[src/rtl/cook_program_sequencer.sv]
// cook_program_sequencer
//   Stores up to four cooking stages {power, seconds} and plays them back in
//   order. Heater drive, door interlock, pause/resume, cancel and completion
//   pulse are handled here. One cooking second is TICKS_PER_SEC clk cycles.
//
// Ports
//   clk, reset             system clock, async active-high reset
//   door_status            1 = door closed
//   start_button           raw start level (rising edge = start)
//   cancel_button          cancel level (highest priority)
//   load_valid/power/time  stage-load request; load_ready acknowledges
//   heater_en, power_out   heater drive and power of the active stage
//   time_remaining         seconds left in the active stage
//   stage_idx, stage_count active stage (0-based) and number stored
//   state_out              IDLE=0 READY=1 COOK=2 PAUSE=3 DONE=4
//   done_pulse             one cycle at program completion
//
// state | meaning
// IDLE  | empty program, waiting for the first stage load
// READY | program loaded, waiting for start with the door closed
// COOK  | heater on, active stage counting down
// PAUSE | door was opened while cooking; stage and time frozen
// DONE  | program finished; waits for door open or cancel
module cook_program_sequencer #(
  parameter int unsigned TICKS_PER_SEC = 1
) (
  input  logic       clk,
  input  logic       reset,
  input  logic       door_status,
  input  logic       start_button,
  input  logic       cancel_button,
  input  logic       load_valid,
  input  logic       load_power,
  input  logic [6:0] load_time,
  output logic       load_ready,
  output logic       heater_en,
  output logic       power_out,
  output logic [6:0] time_remaining,
  output logic [1:0] stage_idx,
  output logic [2:0] stage_count,
  output logic [2:0] state_out,
  output logic       done_pulse
);

  localparam int unsigned PW = (TICKS_PER_SEC > 1) ? $clog2(TICKS_PER_SEC) : 1;
  localparam logic [PW-1:0] PRESC_TC = PW'(TICKS_PER_SEC - 1);

  typedef enum logic [2:0] {
    ST_IDLE  = 3'd0,
    ST_READY = 3'd1,
    ST_COOK  = 3'd2,
    ST_PAUSE = 3'd3,
    ST_DONE  = 3'd4
  } state_t;

  state_t        state, state_n;
  logic [PW-1:0] presc, presc_n;
  logic [6:0]    time_n;
  logic          power_n;
  logic [1:0]    idx_n;
  logic [2:0]    count_n;
  logic          done_n;
  logic          start_q;
  logic          start;
  logic          load_fire;
  logic          more_stages;
  logic [1:0]    next_idx;

  logic          pwr_mem  [4];
  logic [6:0]    time_mem [4];

  assign start       = start_button & ~start_q;
  assign load_ready  = ((state == ST_IDLE) || (state == ST_READY)) && (stage_count < 3'd4);
  // zero-length stages are dropped without being stored
  assign load_fire   = load_valid & load_ready & (load_time != 7'd0);
  // heater follows the state register so an async reset removes it at once
  assign heater_en   = (state == ST_COOK);
  assign state_out   = state;
  assign next_idx    = stage_idx + 2'd1;
  assign more_stages = (({1'b0, stage_idx} + 3'd1) < stage_count);

  // program storage needs no reset: stage_count says which entries are valid
  always_ff @(posedge clk) begin
    if (load_fire) begin
      pwr_mem[stage_count[1:0]]  <= load_power;
      time_mem[stage_count[1:0]] <= load_time;
    end
  end

  always_ff @(posedge clk or posedge reset) begin
    if (reset) begin
      state          <= ST_IDLE;
      presc          <= '0;
      time_remaining <= 7'd0;
      power_out      <= 1'b0;
      stage_idx      <= 2'd0;
      stage_count    <= 3'd0;
      done_pulse     <= 1'b0;
      start_q        <= 1'b0;
    end else begin
      state          <= state_n;
      presc          <= presc_n;
      time_remaining <= time_n;
      power_out      <= power_n;
      stage_idx      <= idx_n;
      stage_count    <= count_n;
      done_pulse     <= done_n;
      start_q        <= start_button;
    end
  end

  always_comb begin
    state_n = state;
    presc_n = presc;
    time_n  = time_remaining;
    power_n = power_out;
    idx_n   = stage_idx;
    count_n = stage_count;
    done_n  = 1'b0;

    if (load_fire) begin
      count_n = stage_count + 3'd1;
    end

    if (cancel_button && (state != ST_IDLE)) begin
      state_n = ST_IDLE;
      presc_n = '0;
      time_n  = 7'd0;
      power_n = 1'b0;
      idx_n   = 2'd0;
      count_n = 3'd0;
    end else begin
      case (state)
        ST_IDLE: begin
          if (load_fire) state_n = ST_READY;
        end
        ST_READY: begin
          if (start && door_status) begin
            state_n = ST_COOK;
            idx_n   = 2'd0;
            time_n  = time_mem[0];
            power_n = pwr_mem[0];
            presc_n = '0;
          end
        end
        ST_COOK: begin
          if (!door_status) begin
            // door opening wins over a decrement due in the same cycle
            state_n = ST_PAUSE;
            presc_n = '0;
          end else if (presc == PRESC_TC) begin
            presc_n = '0;
            if (time_remaining <= 7'd1) begin
              if (more_stages) begin
                idx_n   = next_idx;
                time_n  = time_mem[next_idx];
                power_n = pwr_mem[next_idx];
              end else begin
                state_n = ST_DONE;
                time_n  = 7'd0;
                done_n  = 1'b1;
              end
            end else begin
              time_n = time_remaining - 7'd1;
            end
          end else begin
            presc_n = presc + PW'(1);
          end
        end
        ST_PAUSE: begin
          if (start && door_status) state_n = ST_COOK;
        end
        ST_DONE: begin
          if (!door_status) begin
            state_n = ST_IDLE;
            presc_n = '0;
            time_n  = 7'd0;
            power_n = 1'b0;
            idx_n   = 2'd0;
            count_n = 3'd0;
          end
        end
        default: state_n = ST_IDLE;
      endcase
    end
  end

endmodule

[config.mk]
export PLATFORM = sky130hd
export DESIGN_NAME = cook_program_sequencer
export DESIGN_NICKNAME = d
export VERILOG_FILES = /design/src/rtl/cook_program_sequencer.sv
export SDC_FILE = /design/constraint.sdc
export NUM_CORES = 1
export LEC_CHECK = 0
export BUFFER_PORTS_ARGS = -buffer_cell sky130_fd_sc_hd__buf_2
export CORE_MARGIN = 10
export CORE_UTILIZATION = 52
export DETAILED_ROUTE_END_ITERATION = 8
export GPL_TIMING_DRIVEN = 0
export PLACE_DENSITY_LB_ADDON = 0.3
export REMOVE_ABC_BUFFERS = 1
export SETUP_SLACK_MARGIN = 0.4
export SYNTH_ARGS = -nofsm -noshare
export SYNTH_HDL_FRONTEND = slang
export SYNTH_SLANG_ARGS = --single-unit
[constraint.sdc]
create_clock -name clk -period 2.2 [get_ports clk]
set_clock_uncertainty 0.05 [all_clocks]
set_input_delay 0.11 -clock clk [delete_from_list [all_inputs] [get_ports clk]]
set_output_delay 0.11 -clock clk [all_outputs]
set_load 0.1 [all_outputs]
After elaboration in Yosys (flattened, before gate mapping)
Memories as Yosys holds them, arrays and structs flattened.
Cells that the tools add are included.

operators by class
  $add $sub $neg = 5
  $mul = 0
  div/mod/pow operators = 0
  order comparisons = 3
  eq/ne operators = 15
  shifts and indexed selects = 0
  multiplexer cells = 50
  bitwise logic cells = 4
  reduce and logical (&&, ||, !) cells = 13

operators with widths
  operator               number
  $mux W7                7
  $mux W3                12
  $pmux W7 S3            1
  $mux W1                19
  $mux W2                7
  $ne A3 B1 Y1 const B   4
  $pmux W3 S4            1
  $ne A3 B2 Y1 const B   3
  $ne A4 B3 Y1 const B   2
  $le A7 B1 Y1 const B   1
  $reduce_and A7 Y1      1
  $reduce_bool A7 Y1     1
  $sub A7 B1 Y7 const B  1
  $eq A3 B2 Y1 const B   2
  $pmux W1 S3            2
  $pmux W2 S3            1
  $reduce_and A6 Y1      1
  $reduce_and A5 Y1      1
  $ne A4 B2 Y1 const B   1
  $reduce_bool A4 Y1     1
  $add A2 B1 Y3 const B  1
  $add A3 B1 Y3 const B  1
  $and A1 B1 Y1          3
  $eq A3 B1 Y1 const B   1
  other kinds (13)       15

storage, ports and cells
  register bits after elaboration = 19
  latch bits = 0
  bits in writable memories = 32
  bits in read-only memories = 0
  input bits = 14
  output and inout port bits = 19
  word-level logic and storage cells = 100
  memories kept = 2

memories
  memory    words  bits a word  read ports  clocked after Yosys merged registers in  wr ports  RTL line  text
  time_mem  4      7            2           0                                        1         70        logic [6:0] time_mem [4];
  pwr_mem   4      1            2           0                                        1         69        logic pwr_mem [4];

Longest topological paths before layout
Gate-level depths: netlist of run 1.

  depth in word-level cells = 9
  mapped depth = 7

Worst setup path before layout of run 1
Ideal clock, no wire load.

  kind = reg2reg
  start = register state[2], in the netlist state_out[2]
  end = memory pwr_mem[3], enable pin
  library setup time = 0.312 ns
  data arrival time = 3.993 ns
  setup slack = -2.155 ns
  cell stages (with the launch flop) = 5
  period minus slack after synthesis = 4.355 ns
  path through = dfrtp_1 -> buf_4 -> nor3_1 -> o211a_4 -> and2_2

between the ends
  word-level cells in the longest chain between the ends = 7

RTL lines
  element                                                  RTL line  text
  start: declaration                                       56        state_t state, state_n;
  start signal: assignment                                 101       state <= state_n;
  $eq A3 B1 Y1 / $logic_not A3 Y1 (equally long branches)  73        assign load_ready = ((state == ST_IDLE) || (state == ST_READY)) && (stage_count < 3'd4);
  $logic_or A1 B1 Y1 (*)                                   73
  $logic_and A1 B1 Y1 (*)                                  73
  via load_ready                                           35        output logic load_ready,
  $and A1 B1 Y1 (*) (2 in series)                          75        assign load_fire = load_valid & load_ready & (load_time != 7'd0);
  $mux W1 (*)                                              84        if (load_fire) begin
  $mux W1 (not written as such) (*)                        85        pwr_mem[stage_count[1:0]] <= load_power;
  end: declaration                                         69

Mark *: on every way through the listed nets, which the timed path passes. The rest lies on a longest branch.

Final worst setup path of run 1
  start = register stage_idx[0]
  end = register stage_idx[0]

between the ends
  word-level cells in the longest chain between the ends = 7

RTL lines
  element                   RTL line  text
  start: declaration        39        output logic [1:0] stage_idx,
  start signal: assignment  105       stage_idx <= idx_n;
  $add A2 B1 Y2             79        assign next_idx = stage_idx + 2'd1;
  $mux W2                   154       if (more_stages) begin
  $mux W2                   153       if (time_remaining <= 7'd1) begin
  $mux W2                   151       end else if (presc == PRESC_TC) begin
  $mux W2                   147       if (!door_status) begin
  $pmux W2 S3               133       case (state)
  $mux W2                   125       if (cancel_button && (state != ST_IDLE)) begin

Several ways; a longest one is shown, not always the timed one. The select of a mux whose other input is x is not followed.
A chain may end at the register's enable or synchronous reset.

==> results of run 1 <==
==> cell usage in the layout (no fill, tap or decap), types with 2 or more instances in the layout <==
cell / count
a21oi_1: 2
a21oi_4: 2
a221o_1: 2
a22oi_1: 3
a22oi_2: 2
a311oi_1: 2
and2_4: 4
and3_1: 3
buf_2: 30
buf_4: 3
buf_6: 2
clkbuf_4: 2
clkbuf_8: 5
dfrtp_1: 14
dfrtp_2: 3
dlygate4sd3_1: 11
edfxtp_1: 32
ha_1: 7
ha_4: 2
inv_1: 10
mux4_2: 8
nand2_1: 16
nand2b_4: 2
nand3_1: 4
nand3b_1: 2
nor2_1: 17
nor3_1: 4
nor3_4: 2
nor3b_1: 2
nor4b_4: 2
o211ai_1: 3
o21ai_0: 4
o21ai_1: 2
or3_1: 2
xnor2_1: 4
==> cell families (layout without fill, tap and decap cells) <==
family | count (synthesis) | in the layout | synth area share (%)
simple gates | 71 | 71 | 16.55
fa+ha+maj | 9 | 9 | 4.306
mux | 11 | 11 | 8.277
compound gates | 37 | 37 | 12.63
buf+inv | 16 | 66 | 2.919
flops | 50 | 50 | 53.97
xor+xnor | 4 | 4 | 1.340
==> stage by stage <==
stage | std cells | setup WS [ns]
after floorplan | 192 | -2.100
after global placement | 291 | -0.7217
after detailed placement | 291 | -0.7375
after CTS | 315 | 0.08072
after global routing | 315 | 0.01382
final | 315 | 0.08643
==> worst max-delay path: cells and delay by family, from the launching register on <==
family                   cells  cell delay, ns
adder cells (fa/ha/maj)      2            0.48
flip-flops                   1            0.51
AND/OR/NAND/NOR              1            0.11
multiplexers                 1            0.30
AO/OA/AOI/OAI                3            0.56
==> cells in the mapped netlist, types with 3 or more instances <==
cell type / instances / area share [%]
a22oi_1: 5 / 1.4
and2_2: 4 / 1.1
and3_1: 3 / 0.72
dfrtp_1: 18 / 17
edfxtp_1: 32 / 37
ha_1: 9 / 4.3
inv_1: 10 / 1.4
mux4_2: 8 / 6.9
nand2_1: 16 / 2.3
nand3_1: 4 / 0.77
nor2_1: 19 / 2.7
nor3_1: 5 / 0.96
o211ai_1: 3 / 0.86
o21ai_0: 6 / 1.1
xnor2_1: 4 / 1.3
==> worst max-delay path by stage <==
stage / startpoint / to / depth (start not counted)
floorplan: state_out[1] / pwr_mem[3] / 3
global placement: stage_idx[0] / time_remaining[6] / 7
detailed placement: stage_idx[0] / time_remaining[6] / 7
CTS: stage_idx[0] / time_remaining[5] / 7
global route: stage_idx[0] / time_remaining[6] / 7
finish: stage_idx[0] / stage_idx[0] / 7
==> layer usage <==
layer	wire length, um	share of wire [%]	up-vias
li1	-	-	853
met1	2459	44	878
met2	2770	50	44
met3	301	5.4	9
met4	40	0.72	0
met5	0	0	-
==> layout make-up <==
class	count	area, sq um
Clock buffer	5	68.82
Tap cell	67	83.83
Sequential cell	50	1419
Timing Repair Buffer	48	320.3
Inverter	10	37.54
Fill cell	353	1583
Multi-Input combinational cell	132	1245
Clock inverter	3	28.78
==> flip-flops by register name (all words and copies together), names as in the netlist <==
signal,cells
done_pulse,1
power_out,1
pwr_mem,4
stage_count,3
stage_idx,2
start_q,1
state_out,3
time_mem,28
time_remaining,7
==> repair_timing <==
| item | 4_1_cts | 5_1_grt |
|---|---|---|
| buffers inserted | 5 | 0 |
| setup endpoints to repair | 50 | 43 |
| pin swaps | 6 | 5 |
| hold buffers | 11 | 0 |
| resized for setup | 19 | 15 |
| hold endpoints to repair | 50 | 0 |
==> flow_summary_export.csv, run 1 <==
group,metric,value,unit
die,pin_count,33,
cells_and_area,nets,270,
sta,slew_headroom,51.73,%
route,vias_per_cell,5.663,
sta,worst_pin_slew,0.7233,ns
die,rows,25,
setup_path,critPathLaunchType,"register",
cells_and_area,diodes,0,
route,num_vias,1784,
global_route,grt_busiest_layer,"met2",
sta,fin_crit_sh,96.07,%
global_route,use_met2,23.14,%
cells_and_area,fin_area,3203,sq um
die,core-area,4786,sq um
setup_path,r2r_slack,0.09,ns
sta,tns,0,ns
synthesis,synth_edf_count,32,
setup_path,r2r_end,"stage_idx[0]",
run,cap_violations,0,
global_route,overflow,0,
synthesis,synth-main-ff-cell,"edfxtp_1",
die,die_w,90.92,um
hold_path,min_path_cells,4,
synthesis,syn_area,2615,sq um
setup_path,path_common_cell,"ha_4",
sta,final_max_slew_viol_count,0,
placed_design,dp_hpwl,3768,um
route,routed_wirelength,5570,um
cells_and_area,synthToLayoutAreaGrowth,22.49,%
die,fp.dieH,90.92,um
placed_design,gp_congestion,0.8529,
sta,setup_viol_count_final,0,
global_route,grt.total_usage,13.54,%
clocking,cts_root_buf,"clkbuf_8",
setup_path,rr_worst_depth,7,
synthesis,ys_async_sr_fraction,36.00,%
route,drc,0,
sta,max_freq,473.1,MHz
hold_path,hold_path_class,"input pin to register",
setup_path,crit_arrival,2.26,ns
setup_path,worstSetupEndpointType,"register",
global_route,grt_pass1_vias,1789,
clocking,htree_levels,2,
synthesis,yosys_register_bits,50,
clocking,insertion_delay,0.31,ns
clocking,clk_pin_slew,0.10,ns
route,firstDrtPassIters,4,
die,start_util,54.64,%
die,die_area,8266,sq um
synthesis,yosysWarnings,0,
clocking,cts.sinks,50,
clocking,numCtsBuffers,5,
synthesis,syn_inst,198,
sta,fin_hold_ws,0.1735,ns
hold_path,hp-start,"door_status",
setup_path,cp_max_fo,5,
cells_and_area,drive_gt1_share,37.10,%
route,wire_per_inst,17.68,um
global_route,grtUsageMet1,16.73,%
run_status,outcome,"finished, final reports clean",
synthesis,avgSynthCellArea,13.21,sq um
sta,rsz0062_at_grt,"true",
setup_path,cp_cell_sequence,"ha_4 > ha_4 > a21bo_4 > a21oi_4 > o21ai_2 > nand2b_4 > mux2_4",
cells_and_area,final_util,66.93,%
sta,finalHoldViolations,0,
route,ant_nets,0,
setup_path,cp_slowest_stage_delay,0.51,ns
setup_path,rr_startpoint,"stage_idx[0]",
global_route,grt_antenna_before_repair,0,
synthesis,seq_area_frac_synth,53.97,%
setup_path,crit_required,2.35,ns
synthesis,synth_cell_types,57,
placed_design,io_buffers,32,
global_route,grt_max_degree,19,
sta,timing.final.crit_period,2.114,ns
clocking,clockBufferDepth,2,
hold_path,whs_endpoint,"state_out[0]",
setup_path,slowest_stage,"dfrtp_4",
placed_design,placed_area,2820,sq um
route,drt_iter0_drc,64,
global_route,grt_use_met3,3.408,%
setup_path,worstSetupPathType,"register to register",
clocking,cts_tree,"done",
global_route,grt_pass1_wl,9156,um
Power of run 1 is left out: the tool's default activity adds up to more than one toggle a clock period on the data nets, which glitch-free logic cannot reach.
==> inputs of run 2 (changes only) <==
--- a/config.mk
+++ b/config.mk
@@ -6,7 +6,6 @@
 export NUM_CORES = 1
 export LEC_CHECK = 0
 export BUFFER_PORTS_ARGS = -buffer_cell sky130_fd_sc_hd__buf_2
-export CORE_MARGIN = 10
 export CORE_UTILIZATION = 52
 export DETAILED_ROUTE_END_ITERATION = 8
 export GPL_TIMING_DRIVEN = 0
==> constraint.sdc (replaced) <==
create_clock -name clk -period 2.2 [get_ports clk]
set_clock_uncertainty 0.05 [all_clocks]
set_input_delay 0.11 -clock clk [delete_from_list [all_inputs] [get_ports clk]]
set_output_delay 0.11 -clock clk [all_outputs]
set_load 0.05 [all_outputs]
==> flow_summary_export.csv, run 2 (synthesis gave the netlist of run 1 again) <==
group,metric,value,unit
setup_path,cp_max_fo,9,
route,wire_per_inst,17.15,um
route,top_layer,"met4",
route,firstDrtPassIters,4,
sta,fin_crit_sh,96.37,%
route,ant_nets,0,
hold_path,hold_path_class,"input pin to register",
setup_path,crit_required,2.36,ns
cells_and_area,final_cell_mix,"buf_2 (32), edfxtp_1 (32), nor2_1 (17)",
clocking,insertion_delay,0.32,ns
hold_path,hp-start,"door_status",
placed_design,placed_area,2820,sq um
cells_and_area,fin_area,3193,sq um
global_route,overflow,0,
hold_path,whs_endpoint,"state_out[0]",
clocking,numCtsBuffers,5,
cells_and_area,synthToLayoutAreaGrowth,22.11,%
run,cap_violations,0,
route,routed_wirelength,5437,um
setup_path,rr_worst_depth,6,
placed_design,dp_hpwl,3592,um
route,num_vias,1814,
global_route,grt_max_degree,19,
clocking,cts_tree,"done",
clocking,cts.sinks,50,
sta,max_freq,471.6,MHz
setup_path,rr_startpoint,"stage_idx[0]",
route,drt_iter0_drc,169,
clocking,htree_levels,2,
run_status,outcome,"finished, final reports clean",
die,die_w,72.92,um
setup_path,crit_arrival,2.28,ns
route,dr_wl_met3,202,um
clocking,clockBufferDepth,2,
sta,setup_viol_count_final,0,
sta,final_max_slew_viol_count,0,
sta,rsz0062_at_grt,"true",
placed_design,gp_congestion,0.7799,
die,start_util,54.64,%
pwr,irDropWorstVdd,0.0007992,V
sta,worst_pin_slew,0.7155,ns
cells_and_area,final_util,66.72,%
clocking,cts_root_buf,"clkbuf_8",
global_route,grt_antenna_before_repair,0,
setup_path,worstSetupEndpointType,"register",
die,die_area,5317,sq um
die,rows,25,
sta,finalHoldViolations,0,
cells_and_area,drive_gt1_share,37.60,%
placed_design,io_buffers,32,
global_route,grt_pass1_wl,8597,um
route,wl_met1,2464,um
route,drc,0,
die,core-area,4786,sq um
hold_path,min_path_cells,4,
global_route,grt.total_usage,22.47,%
setup_path,worstSetupPathType,"register to register",
cells_and_area,largest_register_ff_count,28,
cells_and_area,nets,272,
sta,timing.final.crit_period,2.120,ns
sta,fin_hold_ws,0.1666,ns
pwr,power_density,1516,nW/um^2
cells_and_area,diodes,0,
clocking,clk_pin_slew,0.10,ns
route,vias_per_cell,5.722,
sta,slew_headroom,52.25,%
die,pin_count,33,
global_route,grt_pass1_vias,1686,
setup_path,critPathLaunchType,"register",
setup_path,r2r_end,"time_remaining[6]",
setup_path,r2r_slack,0.08,ns
route,wl_met2,2682,um
pwr,p_leak,1.240,nW
sta,tns,0,ns
die,fp.dieH,72.92,um
[run 2: changes by cell type in the layout (fill, tap and decap cells not counted), moves of 2 or more]
cell / before / now
buf_4: 3 / 7
and2_2: 0 / 2
and2_4: 4 / 2
buf_2: 30 / 32
clkbuf_4: 2 / 0
[run 2: worst max path at each step]
| stage | from | endpoint | slack (ns) | cells after the start |
|---|---|---|---|---|
| 6_report | stage_idx[0] | time_remaining[6] | 0.08 | 6 |
| 5_1_grt | stage_idx[0] | time_remaining[5] | 0.03 | 7 |
| 3_3_place_gp | stage_idx[0] | time_remaining[6] | -0.72 | 7 |
| 4_1_cts | stage_idx[0] | stage_idx[0] | 0.06 | 7 |
| 3_5_place_dp | stage_idx[0] | time_remaining[6] | -0.80 | 7 |
| 2_1_floorplan | state_out[1] | pwr_mem[3] | -0.77 | 3 |
[run 2: final cells by class]
class	instances	area (sq um)
clock buffer	5	68.82
clock inverter	3	28.78
fill	347	1593
inverter	10	37.54
multi-input combinational	132	1232
sequential	50	1418
tap	67	83.83
timing repair buffer	50	324.1
[run 2: metal layers]
| layer | vias to the layer above | track usage [%] |
|---|---|---|
| met2 | 48 | 35.31 |
| li1 | 863 | - |
| met1 | 896 | 31.96 |
| met3 | 7 | 3.729 |
| met4 | 0 | 7.843 |
| met5 | - | 0 |
[run 2: repair_timing]
item / in CTS / in global routing
hold endpoints to repair: 51 / 0
setup buffers: 5 / 3
pin swaps: 9 / 3
gates resized for setup: 20 / 7
setup endpoints to repair: 48 / 16
hold buffers: 10 / 0
[run 2: worst max-delay path: stages, from the launching register on]
cell	delay, ns
dfrtp_4	0.51
ha_4	0.29
buf_4	0.19
mux4_2	0.37
o2bb2ai_1	0.26
nor4b_4	0.07
a221o_1	0.27
[run 2: metrics by stage]
step	setup slack (ns)	instances	total power [W]
after floorplan	-0.7687	192	0.003369
after global placement	-0.7227	291	0.003838
after detailed placement	-0.8004	291	0.003899
after CTS	0.05962	314	0.004729
after global routing	0.03420	317	0.005132
final	0.07975	317	0.004840
[run 2: power by group]
part           switching, W  leakage (nW)  internal (W)
logic               0.00162         0.664       0.00111
clock network      0.000341        0.0506      0.000238
registers          0.000312         0.525       0.00122
total               0.00227          1.24       0.00257
Power figures use the tool's default switching activity.
